--- src/rtl/mips_pkg.sv ---
// mips_pkg: shared types and constants for the
// unified-memory port arbiter.
package mips_pkg;

    localparam int ADDR_W_DEF = 32;
    localparam int DATA_W_DEF = 32;

    localparam logic [63:0] WORD_ALIGN_MASK = ~64'h3;

    typedef enum logic [1:0] {
        IDLE,
        SERVE_I,
        SERVE_D
    } arb_state_t;

endpackage

--- src/rtl/mem_port_arbiter_if.sv ---
// mem_port_arbiter_if: fetch, data and memory-side
// signals of the shared memory port.
interface mem_port_arbiter_if
    import mips_pkg::*;
#(
    parameter int ADDR_W = ADDR_W_DEF,
    parameter int DATA_W = DATA_W_DEF
);
    logic              i_req;
    logic [ADDR_W-1:0] i_addr;
    logic [DATA_W-1:0] i_rdata;
    logic              i_ready;

    logic              d_req;
    logic              d_we;
    logic [ADDR_W-1:0] d_addr;
    logic [DATA_W-1:0] d_wdata;
    logic [DATA_W-1:0] d_rdata;
    logic              d_ready;

    logic              mem_req;
    logic              mem_we;
    logic [ADDR_W-1:0] mem_addr;
    logic [DATA_W-1:0] mem_wdata;
    logic [DATA_W-1:0] mem_rdata;
    logic              mem_ack;

    logic              stall_f;
    logic              stall_m;
    logic              err;

    modport slave (
        input  i_req, i_addr,
        input  d_req, d_we, d_addr, d_wdata,
        input  mem_rdata, mem_ack,
        output i_rdata, i_ready,
        output d_rdata, d_ready,
        output mem_req, mem_we, mem_addr, mem_wdata,
        output stall_f, stall_m, err
    );

    modport master (
        output i_req, i_addr,
        output d_req, d_we, d_addr, d_wdata,
        output mem_rdata, mem_ack,
        input  i_rdata, i_ready,
        input  d_rdata, d_ready,
        input  mem_req, mem_we, mem_addr, mem_wdata,
        input  stall_f, stall_m, err
    );

endinterface

--- src/rtl/mem_watchdog.sv ---
// mem_watchdog: counts serve cycles without an ack and
// flags expiry on the cycle that would reach TIMEOUT.
module mem_watchdog #(
    parameter int TIMEOUT = 255
) (
    input  logic f_clk,
    input  logic rst,
    input  logic clear,
    input  logic enable,
    output logic expired
);
    localparam int CW = $clog2(TIMEOUT + 1);

    logic [CW-1:0] cnt;

    assign expired = enable && (cnt == CW'(TIMEOUT - 1));

    always_ff @(posedge f_clk or posedge rst) begin
        if (rst) begin
            cnt <= '0;
        end else if (clear) begin
            cnt <= '0;
        end else if (enable && !expired) begin
            cnt <= cnt + 1'b1;
        end
    end

endmodule

--- src/rtl/mem_port_arbiter.sv ---
// mem_port_arbiter: shares one single-port memory between
// the fetch (I) and memory-stage (D) ports of the pipeline.
module mem_port_arbiter
    import mips_pkg::*;
#(
    parameter int ADDR_W       = ADDR_W_DEF,
    parameter int DATA_W       = DATA_W_DEF,
    parameter int MAX_D_STREAK = 3,
    parameter int TIMEOUT      = 255
) (
    input logic               f_clk,
    input logic               rst,
    mem_port_arbiter_if.slave bus
);
    localparam int SW = $clog2(MAX_D_STREAK + 1);
    localparam logic [ADDR_W-1:0] AMASK =
        WORD_ALIGN_MASK[ADDR_W-1:0];

    arb_state_t    state;
    logic [SW-1:0] d_streak;
    logic          i_elig;
    logic          d_elig;
    logic          grant_i;
    logic          grant_d;
    logic          wd_exp;

    // A port pulsing ready this cycle must not be re-granted.
    assign i_elig  = bus.i_req & ~bus.i_ready;
    assign d_elig  = bus.d_req & ~bus.d_ready;
    assign grant_i = (state == IDLE) && i_elig &&
                     (!d_elig ||
                      d_streak == SW'(MAX_D_STREAK));
    assign grant_d = (state == IDLE) && d_elig && !grant_i;

    assign bus.stall_f = bus.i_req & ~bus.i_ready;
    assign bus.stall_m = bus.d_req & ~bus.d_ready;

    mem_watchdog #(.TIMEOUT(TIMEOUT)) u_wd (
        .f_clk   (f_clk),
        .rst     (rst),
        .clear   (grant_i | grant_d),
        .enable  ((state != IDLE) & ~bus.mem_ack),
        .expired (wd_exp)
    );

    always_ff @(posedge f_clk or posedge rst) begin
        if (rst) begin
            state         <= IDLE;
            d_streak      <= '0;
            bus.mem_req   <= 1'b0;
            bus.mem_we    <= 1'b0;
            bus.mem_addr  <= '0;
            bus.mem_wdata <= '0;
            bus.i_rdata   <= '0;
            bus.d_rdata   <= '0;
            bus.i_ready   <= 1'b0;
            bus.d_ready   <= 1'b0;
            bus.err       <= 1'b0;
        end else begin
            bus.i_ready <= 1'b0;
            bus.d_ready <= 1'b0;
            unique case (state)
                IDLE: begin
                    if (grant_i) begin
                        state        <= SERVE_I;
                        d_streak     <= '0;
                        bus.mem_req  <= 1'b1;
                        bus.mem_we   <= 1'b0;
                        bus.mem_addr <= bus.i_addr & AMASK;
                    end else if (grant_d) begin
                        state         <= SERVE_D;
                        bus.mem_req   <= 1'b1;
                        bus.mem_we    <= bus.d_we;
                        bus.mem_addr  <= bus.d_addr & AMASK;
                        bus.mem_wdata <= bus.d_wdata;
                        if (d_streak != SW'(MAX_D_STREAK))
                            d_streak <= d_streak + 1'b1;
                    end
                end
                SERVE_I: begin
                    if (bus.mem_ack || wd_exp) begin
                        state       <= IDLE;
                        bus.mem_req <= 1'b0;
                        bus.i_ready <= 1'b1;
                        if (bus.mem_ack) begin
                            bus.i_rdata <= bus.mem_rdata;
                        end else begin
                            bus.i_rdata <= {DATA_W{1'b0}};
                            bus.err     <= 1'b1;
                        end
                    end
                end
                SERVE_D: begin
                    if (bus.mem_ack || wd_exp) begin
                        state       <= IDLE;
                        bus.mem_req <= 1'b0;
                        bus.d_ready <= 1'b1;
                        // Stores leave the last load data visible.
                        if (bus.mem_ack) begin
                            if (!bus.mem_we)
                                bus.d_rdata <= bus.mem_rdata;
                        end else begin
                            bus.d_rdata <= {DATA_W{1'b0}};
                            bus.err     <= 1'b1;
                        end
                    end
                end
                default: state <= IDLE;
            endcase
        end
    end

endmodule

--- src/flat_wrapper.sv ---
// flat-port wrapper written by rule: the top's interface ports become plain ports
module mem_port_arbiter_flat import mips_pkg::*;
#(
    parameter int ADDR_W       = ADDR_W_DEF,
    parameter int DATA_W       = DATA_W_DEF,
    parameter int MAX_D_STREAK = 3,
    parameter int TIMEOUT      = 255
)
  (f_clk, rst, bus_i_req, bus_i_addr, bus_d_req, bus_d_we, bus_d_addr, bus_d_wdata, bus_mem_rdata, bus_mem_ack, bus_i_rdata, bus_i_ready, bus_d_rdata, bus_d_ready, bus_mem_req, bus_mem_we, bus_mem_addr, bus_mem_wdata, bus_stall_f, bus_stall_m, bus_err);
  mem_port_arbiter_if #(.ADDR_W(ADDR_W), .DATA_W(DATA_W)) bus_i ();
  input logic f_clk;
  input logic rst;
  input wire logic [$bits(bus_i.i_req)-1:0] bus_i_req;
  input wire logic [$bits(bus_i.i_addr)-1:0] bus_i_addr;
  input wire logic [$bits(bus_i.d_req)-1:0] bus_d_req;
  input wire logic [$bits(bus_i.d_we)-1:0] bus_d_we;
  input wire logic [$bits(bus_i.d_addr)-1:0] bus_d_addr;
  input wire logic [$bits(bus_i.d_wdata)-1:0] bus_d_wdata;
  input wire logic [$bits(bus_i.mem_rdata)-1:0] bus_mem_rdata;
  input wire logic [$bits(bus_i.mem_ack)-1:0] bus_mem_ack;
  output wire logic [$bits(bus_i.i_rdata)-1:0] bus_i_rdata;
  output wire logic [$bits(bus_i.i_ready)-1:0] bus_i_ready;
  output wire logic [$bits(bus_i.d_rdata)-1:0] bus_d_rdata;
  output wire logic [$bits(bus_i.d_ready)-1:0] bus_d_ready;
  output wire logic [$bits(bus_i.mem_req)-1:0] bus_mem_req;
  output wire logic [$bits(bus_i.mem_we)-1:0] bus_mem_we;
  output wire logic [$bits(bus_i.mem_addr)-1:0] bus_mem_addr;
  output wire logic [$bits(bus_i.mem_wdata)-1:0] bus_mem_wdata;
  output wire logic [$bits(bus_i.stall_f)-1:0] bus_stall_f;
  output wire logic [$bits(bus_i.stall_m)-1:0] bus_stall_m;
  output wire logic [$bits(bus_i.err)-1:0] bus_err;
  assign bus_i.i_req = bus_i_req;
  assign bus_i.i_addr = bus_i_addr;
  assign bus_i.d_req = bus_d_req;
  assign bus_i.d_we = bus_d_we;
  assign bus_i.d_addr = bus_d_addr;
  assign bus_i.d_wdata = bus_d_wdata;
  assign bus_i.mem_rdata = bus_mem_rdata;
  assign bus_i.mem_ack = bus_mem_ack;
  assign bus_i_rdata = bus_i.i_rdata;
  assign bus_i_ready = bus_i.i_ready;
  assign bus_d_rdata = bus_i.d_rdata;
  assign bus_d_ready = bus_i.d_ready;
  assign bus_mem_req = bus_i.mem_req;
  assign bus_mem_we = bus_i.mem_we;
  assign bus_mem_addr = bus_i.mem_addr;
  assign bus_mem_wdata = bus_i.mem_wdata;
  assign bus_stall_f = bus_i.stall_f;
  assign bus_stall_m = bus_i.stall_m;
  assign bus_err = bus_i.err;
  mem_port_arbiter #(.ADDR_W(ADDR_W), .DATA_W(DATA_W), .MAX_D_STREAK(MAX_D_STREAK), .TIMEOUT(TIMEOUT)) u_core (.f_clk(f_clk), .rst(rst), .bus(bus_i));
endmodule
--- config.mk ---
export PLATFORM = sky130hd
export DESIGN_NAME = mem_port_arbiter_flat
export DESIGN_NICKNAME = d
export VERILOG_FILES = /design/src/rtl/mips_pkg.sv /design/src/rtl/mem_port_arbiter_if.sv /design/src/rtl/mem_watchdog.sv /design/src/rtl/mem_port_arbiter.sv /design/src/flat_wrapper.sv
export SDC_FILE = /design/constraint.sdc
export NUM_CORES = 1
export LEC_CHECK = 0
export CAP_MARGIN = 20
export CORE_ASPECT_RATIO = 0.7
export CORE_UTILIZATION = 42
export DETAILED_ROUTE_END_ITERATION = 8
export PLACE_DENSITY = 0.84
export SLEW_MARGIN = 40
export SYNTH_ARGS = -nofsm -noshare
export SYNTH_HDL_FRONTEND = slang
export SYNTH_HIERARCHICAL = 1
export SYNTH_SLANG_ARGS = --single-unit
--- constraint.sdc ---
create_clock -name f_clk -period 5.5 [get_ports f_clk]
set_clock_uncertainty 0.2 [all_clocks]
set_input_delay 1.1 -clock f_clk [delete_from_list [all_inputs] [get_ports f_clk]]
set_output_delay 1.1 -clock f_clk [all_outputs]
set_load 0.02 [all_outputs]
# Yosys cells after proc, flatten, opt, wreduce, memory -nomap -nowiden
# Cells that the tools add are included.
# classes
reduce_logical,26
n_eq_ne,8
mux,23
n_addsub,2
n_bitwise,8
# ops
operator,n
$mux W32,5
$mux W8,2
$reduce_and A3 Y1,5
$mux W2,6
$reduce_bool A2 Y1,5
$add A8 B1 Y8 const B,1
$eq A8 B8 Y1 const B,1
$mux W1,8
$logic_and A1 B1 Y1,6
$reduce_and A2 Y1,3
$eq A2 B2 Y1 const B,2
$ne A2 B2 Y1 const B,2
$not A1 Y1,4
$pmux W2 S2,1
$and A1 B1 Y1,3
$logic_not A1 Y1,3
$ne A3 B1 Y1 const B,1
$add A2 B1 Y2 const B,1
$eq A2 B1 Y1 const B,1
$logic_not A2 Y1,1
$logic_or A1 B1 Y1,2
$ne A2 B1 Y1 const B,1
$pmux W1 S2,1
$reduce_or A2 Y1,1
$or A1 B1 Y1,1
# word_totals
inputBits,134
wordCells,79
regBits,145
out_inout_bits,135

# Logic depth before layout (Yosys ltp)
# logic_depth
word_depth,10
mapped_depth,9
mapped_depth_nobuf,8

# By module
# Netlist, hierarchy kept.
# modules_own_cells
module,area_each_um2,cells_per_inst,seq_area_each_um2,n_inst
mem_port_arbiter,5378.9,473,3378.2,1
mem_watchdog,499.2,50,200.2,1

# Worst setup path before layout
# Ideal clock, no wire load.
# synth_timing
kind,input port to flip-flop
from,input bus_mem_ack
to,register u_core.bus.d_rdata[28]
cell_stages,9
setup_time_ns,0.134
path_slack_ns,2.496
arrival_ns,2.670
n_path_buf,3
t_required_ns,5.166
cell_sequence,buf_2 buf_1 nor2_1 and3_1 nor2_1 nand3b_1 clkbuf_1 nand2_1 o21ai_0
# synth_via
elab_chain_cells,5
elab_cells_between_ends,7
cone_classes,eq/ne: 1; mux: 1; bitwise: 2; reduce/logical: 3
# synth_lines
item,line_no,rtl
from (decl),flat_wrapper.sv:20,input wire logic [$bits(bus_i.mem_ack)-1:0] bus_mem_ack;
$not A1 Y1 (no source line),--,
$and A1 B1 Y1,mem_port_arbiter.sv:42,".enable ((state != IDLE) & ~bus.mem_ack),"
$logic_and A1 B1 Y1,mem_watchdog.sv:16,assign expired = enable && (cnt == CW'(TIMEOUT - 1));
net u_core.wd_exp,mem_port_arbiter.sv:25,logic wd_exp;
$logic_or A1 B1 Y1,mem_port_arbiter.sv:94,if (bus.mem_ack || wd_exp) begin
$reduce_and A3 Y1 (no source line),--,
to (signal assigned),mem_port_arbiter.sv:101,bus.d_rdata <= bus.mem_rdata;
to (signal assigned),mem_port_arbiter.sv:103,bus.d_rdata <= {DATA_W{1'b0}};
to (decl),mem_port_arbiter_if.sv:37,"output d_rdata, d_ready,"
# The timed path passes the listed nets, and every way through them passes these cells.
# A chain may end at the register's enable or synchronous reset.

# Final worst setup path
# layout_timing
from,input bus_d_req
to,output bus_stall_m
# layout_via
elab_chain_cells,1
# layout_lines
item,line_no,rtl
from (decl),flat_wrapper.sv:15,input wire logic [$bits(bus_i.d_req)-1:0] bus_d_req;
$and A1 B1 Y1,mem_port_arbiter.sv:36,assign bus.stall_m = bus.d_req & ~bus.d_ready;
to (decl),flat_wrapper.sv:30,output wire logic [$bits(bus_i.stall_m)-1:0] bus_stall_m;
# Every way passes these cells.

==> flow_summary.json <==
{
  "whs_ns": 0.281,
  "die_area_sq_um": 14500,
  "initial_core_util": 0.439,
  "setup_viol": 0,
  "avgSynthCellArea_sq_um": 11.2,
  "crit_type": "input pin to primary output",
  "critPathTopFamily": "buffers and inverters",
  "yosys_register_bits": 143,
  "cp_cell_sequence": "clkdlybuf4s50_1 > nor2b_1 > clkdlybuf4s50_1",
  "area_growth_pct": 56.0,
  "path_common_cell": "clkdlybuf4s50_1",
  "layout-drive-gt1-share": 0.0924,
  "wirelength_mm": 17.6,
  "synth-edff-count": 0,
  "cpPeakStageDelay_ns": 0.68,
  "final.min_clock_period_ns": 3.88,
  "postCtsHoldBufs": 0,
  "hold_class": "flip-flop to flip-flop",
  "crit_path_end_kind": "primary output",
  "viasPerCell": 5.15,
  "ant_nets": 0,
  "timing.setup.tns_ns": 0,
  "start_kind": "input pin",
  "grt_use_total": 0.248,
  "worst_ep_arrival_time_ns": 2.58,
  "cts_inserted_buffers": 17,
  "post-cts-setup-buffer-count": 0,
  "ff2ff_setup_slack_ns": 2.70,
  "htreeDepth": 4,
  "hold_viol_final": 0,
  "post-route-drc-count": 0,
  "critPathSlowestCell": "clkdlybuf4s50_1",
  "dr.first_iter.drc_count": 199,
  "worst-r2r-cell-count": 9,
  "fp.dieW_microns": 143,
  "clk_root_buffer_cell": "clkbuf_16",
  "die_h_microns": 101,
  "synthFlopType": "dfrtp_1",
  "fmax_ghz": 0.258,
  "overflow": 0,
  "hpwlAfterDp_mm": 12.5,
  "clk_pin_slew_ns": 0.07,
  "gp_congestion": 0.758,
  "fp-row-count": 35,
  "vias": 5018,
  "worst_pin_slew_ns": 0.708,
  "synthArstFlopShare": 1.00,
  "timing.final.crit_share": 0.705,
  "path_depth": 3,
  "p_leak_nw": 3.98,
  "seq_area_frac_synth": 0.609,
  "clockBufferDepth": 2,
  "min_path_cells": 2,
  "ir_worst_vdd_v": 0.000255,
  "path_max_fanout": 4,
  "core_sq_um": 13400,
  "post_cts_resized": 0,
  "cts_tree": "yes",
  "clkLatencyLatePin_ns": 0.41,
  "syn_inst": 523,
  "antenna_cells": 0,
  "grt_pass1_vias": 5345,
  "rsz0062_at_grt": "no",
  "portBuffers": 262,
  "drv_slew": 0,
  "critPathBufInv": 2,
  "grt_max_degree": 103,
  "ys_types": 42,
  "drv_cap": 0,
  "grt_pass1_wl_mm": 27.4,
  "cp.required_ns": 4.20,
  "antenna_found_initial": 0,
  "power_density_nw_per_um2": 580,
  "first_pass_iters": 7,
  "clock_sinks": 143,
  "wire_per_inst_microns": 18.0,
  "yosys_warnings": 6,
  "relSlewSlack": 0.528,
  "final_nets": 918,
  "io_pins": 269,
  "outcome": "finished, final reports clean",
  "synth_area_sq_um": 5880,
  "fill_cells": 982
}
[cell families (layout without fill, tap and decap cells)]
| group | after synthesis | in the layout | share of synthesized area |
|---|---|---|---|
| adder cells (fa/ha/maj) | 7 | 7 | 0.0149 |
| AO/OA/AOI/OAI | 132 | 132 | 0.157 |
| multiplexers | 34 | 34 | 0.0664 |
| other | 1 | 2 | 0.000638 |
| AND/OR/NAND/NOR | 161 | 161 | 0.114 |
| buffers and inverters | 45 | 311 | 0.0387 |
| flip-flops | 143 | 143 | 0.609 |
[cells in the mapped netlist (all sizes together), types with 2 or more instances]
master / count / area (sq um)
dfrtp: 143 / 3580
a211oi: 4 / 30.0
a22o: 33 / 289
nand3: 4 / 20.0
clkbuf: 16 / 60.1
nor2: 18 / 67.6
a22oi: 18 / 135
mux2: 34 / 390
buf: 20 / 134
nor3: 4 / 20.0
a21oi: 30 / 154
nand3b: 2 / 15.0
o31ai: 3 / 22.5
o21ai: 35 / 179
and2: 2 / 12.5
inv: 9 / 33.8
a21boi: 2 / 26.3
a311oi: 2 / 17.5
nor2b: 4 / 25.0
and3: 5 / 31.3
nand2: 117 / 439
ha: 7 / 87.6
[worst min-delay path: stages, from the launching register on]
cell     delay [ns]
dfrtp_1        0.34
nand2_1        0.04
o21ai_0        0.06
[final timing paths]
path	startpoint	end
min reg2reg	u_core/bus.d_rdata[22]	u_core/bus.d_rdata[22]
min in group asynchronous	rst	u_core/u_wd/cnt[6]
max in group asynchronous	rst	u_core/state[0]
min	u_core/bus.d_rdata[22]	u_core/bus.d_rdata[22]
max reg2reg	u_core/state[1]	u_core/bus.d_rdata[28]
max	bus_d_req	bus_stall_m
[per-layer routing]
metal / global-route usage / part of all wire / vias to the layer above
met4: 0.0876 / 0.016 / 0
met2: 0.425 / 0.51 / 198
met5: 0 / 0 / -
met3: 0.0793 / 0.087 / 27
met1: 0.292 / 0.39 / 2472
li1: - / - / 2321
[area by class of cell]
type                            instances  area, sq um  share of cell area
Timing Repair Buffer                  270         2680               0.292
Clock inverter                         13          108              0.0117
Tap cell                              185          231              0.0252
Sequential cell                       143         3580               0.390
Multi-Input combinational cell        336         2090               0.228
Inverter                                9         41.3             0.00450
Clock buffer                           19          443              0.0483
[cells in the final DEF, fill, tap and decap left out, types with 2 or more instances in the layout]
cell,instances
mux2_4,2
and2_1,2
dfrtp_1,143
clkbuf_16,17
o21ai_0,33
inv_1,8
nor2b_1,4
a22oi_1,18
clkdlybuf4s50_1,262
mux2_1,9
clkinvlp_4,4
nand3_1,4
o21ai_2,2
o31ai_1,3
nand2_1,117
mux2_2,23
buf_4,8
inv_6,3
a311oi_1,2
nand3b_1,2
a211oi_1,4
conb_1,2
inv_8,2
nor2_1,18
nor3_1,4
and3_1,4
a21oi_1,29
a22o_1,33
clkinv_4,4
ha_1,7
[power breakdown]
group	switching, mW	internal (mW)
logic	1.29	1.20
clock network	0.467	0.598
registers	0.255	1.50
[state kept, by name, indices dropped and copies added (netlist names)]
register and cells:
u_core/bus.mem_wdata 32, u_core/u_wd/cnt 8, u_core/bus.d_ready 1, u_core/bus.i_ready 1, u_core/bus.i_rdata 32, u_core/state 2
u_core/d_streak 2, u_core/bus.mem_we 1, u_core/bus.mem_req 1, u_core/bus.err 1, u_core/bus.d_rdata 32, u_core/bus.mem_addr 30
[through the flow]
stage               instance area [sq um]  worst slack [ns]   util  power (mW)  std cells
floorplan                            5880             0.589      -        3.06        524
detailed placement                   8620              1.63  0.643        4.27        943
global placement                     8620              1.67  0.643        4.18        943
CTS                                  9170              1.62  0.685        5.36        975
global route                         9170              1.54  0.685        5.61        975
finish                               9170              1.62  0.685        5.32        975
(Power assumes the default switching activity.)
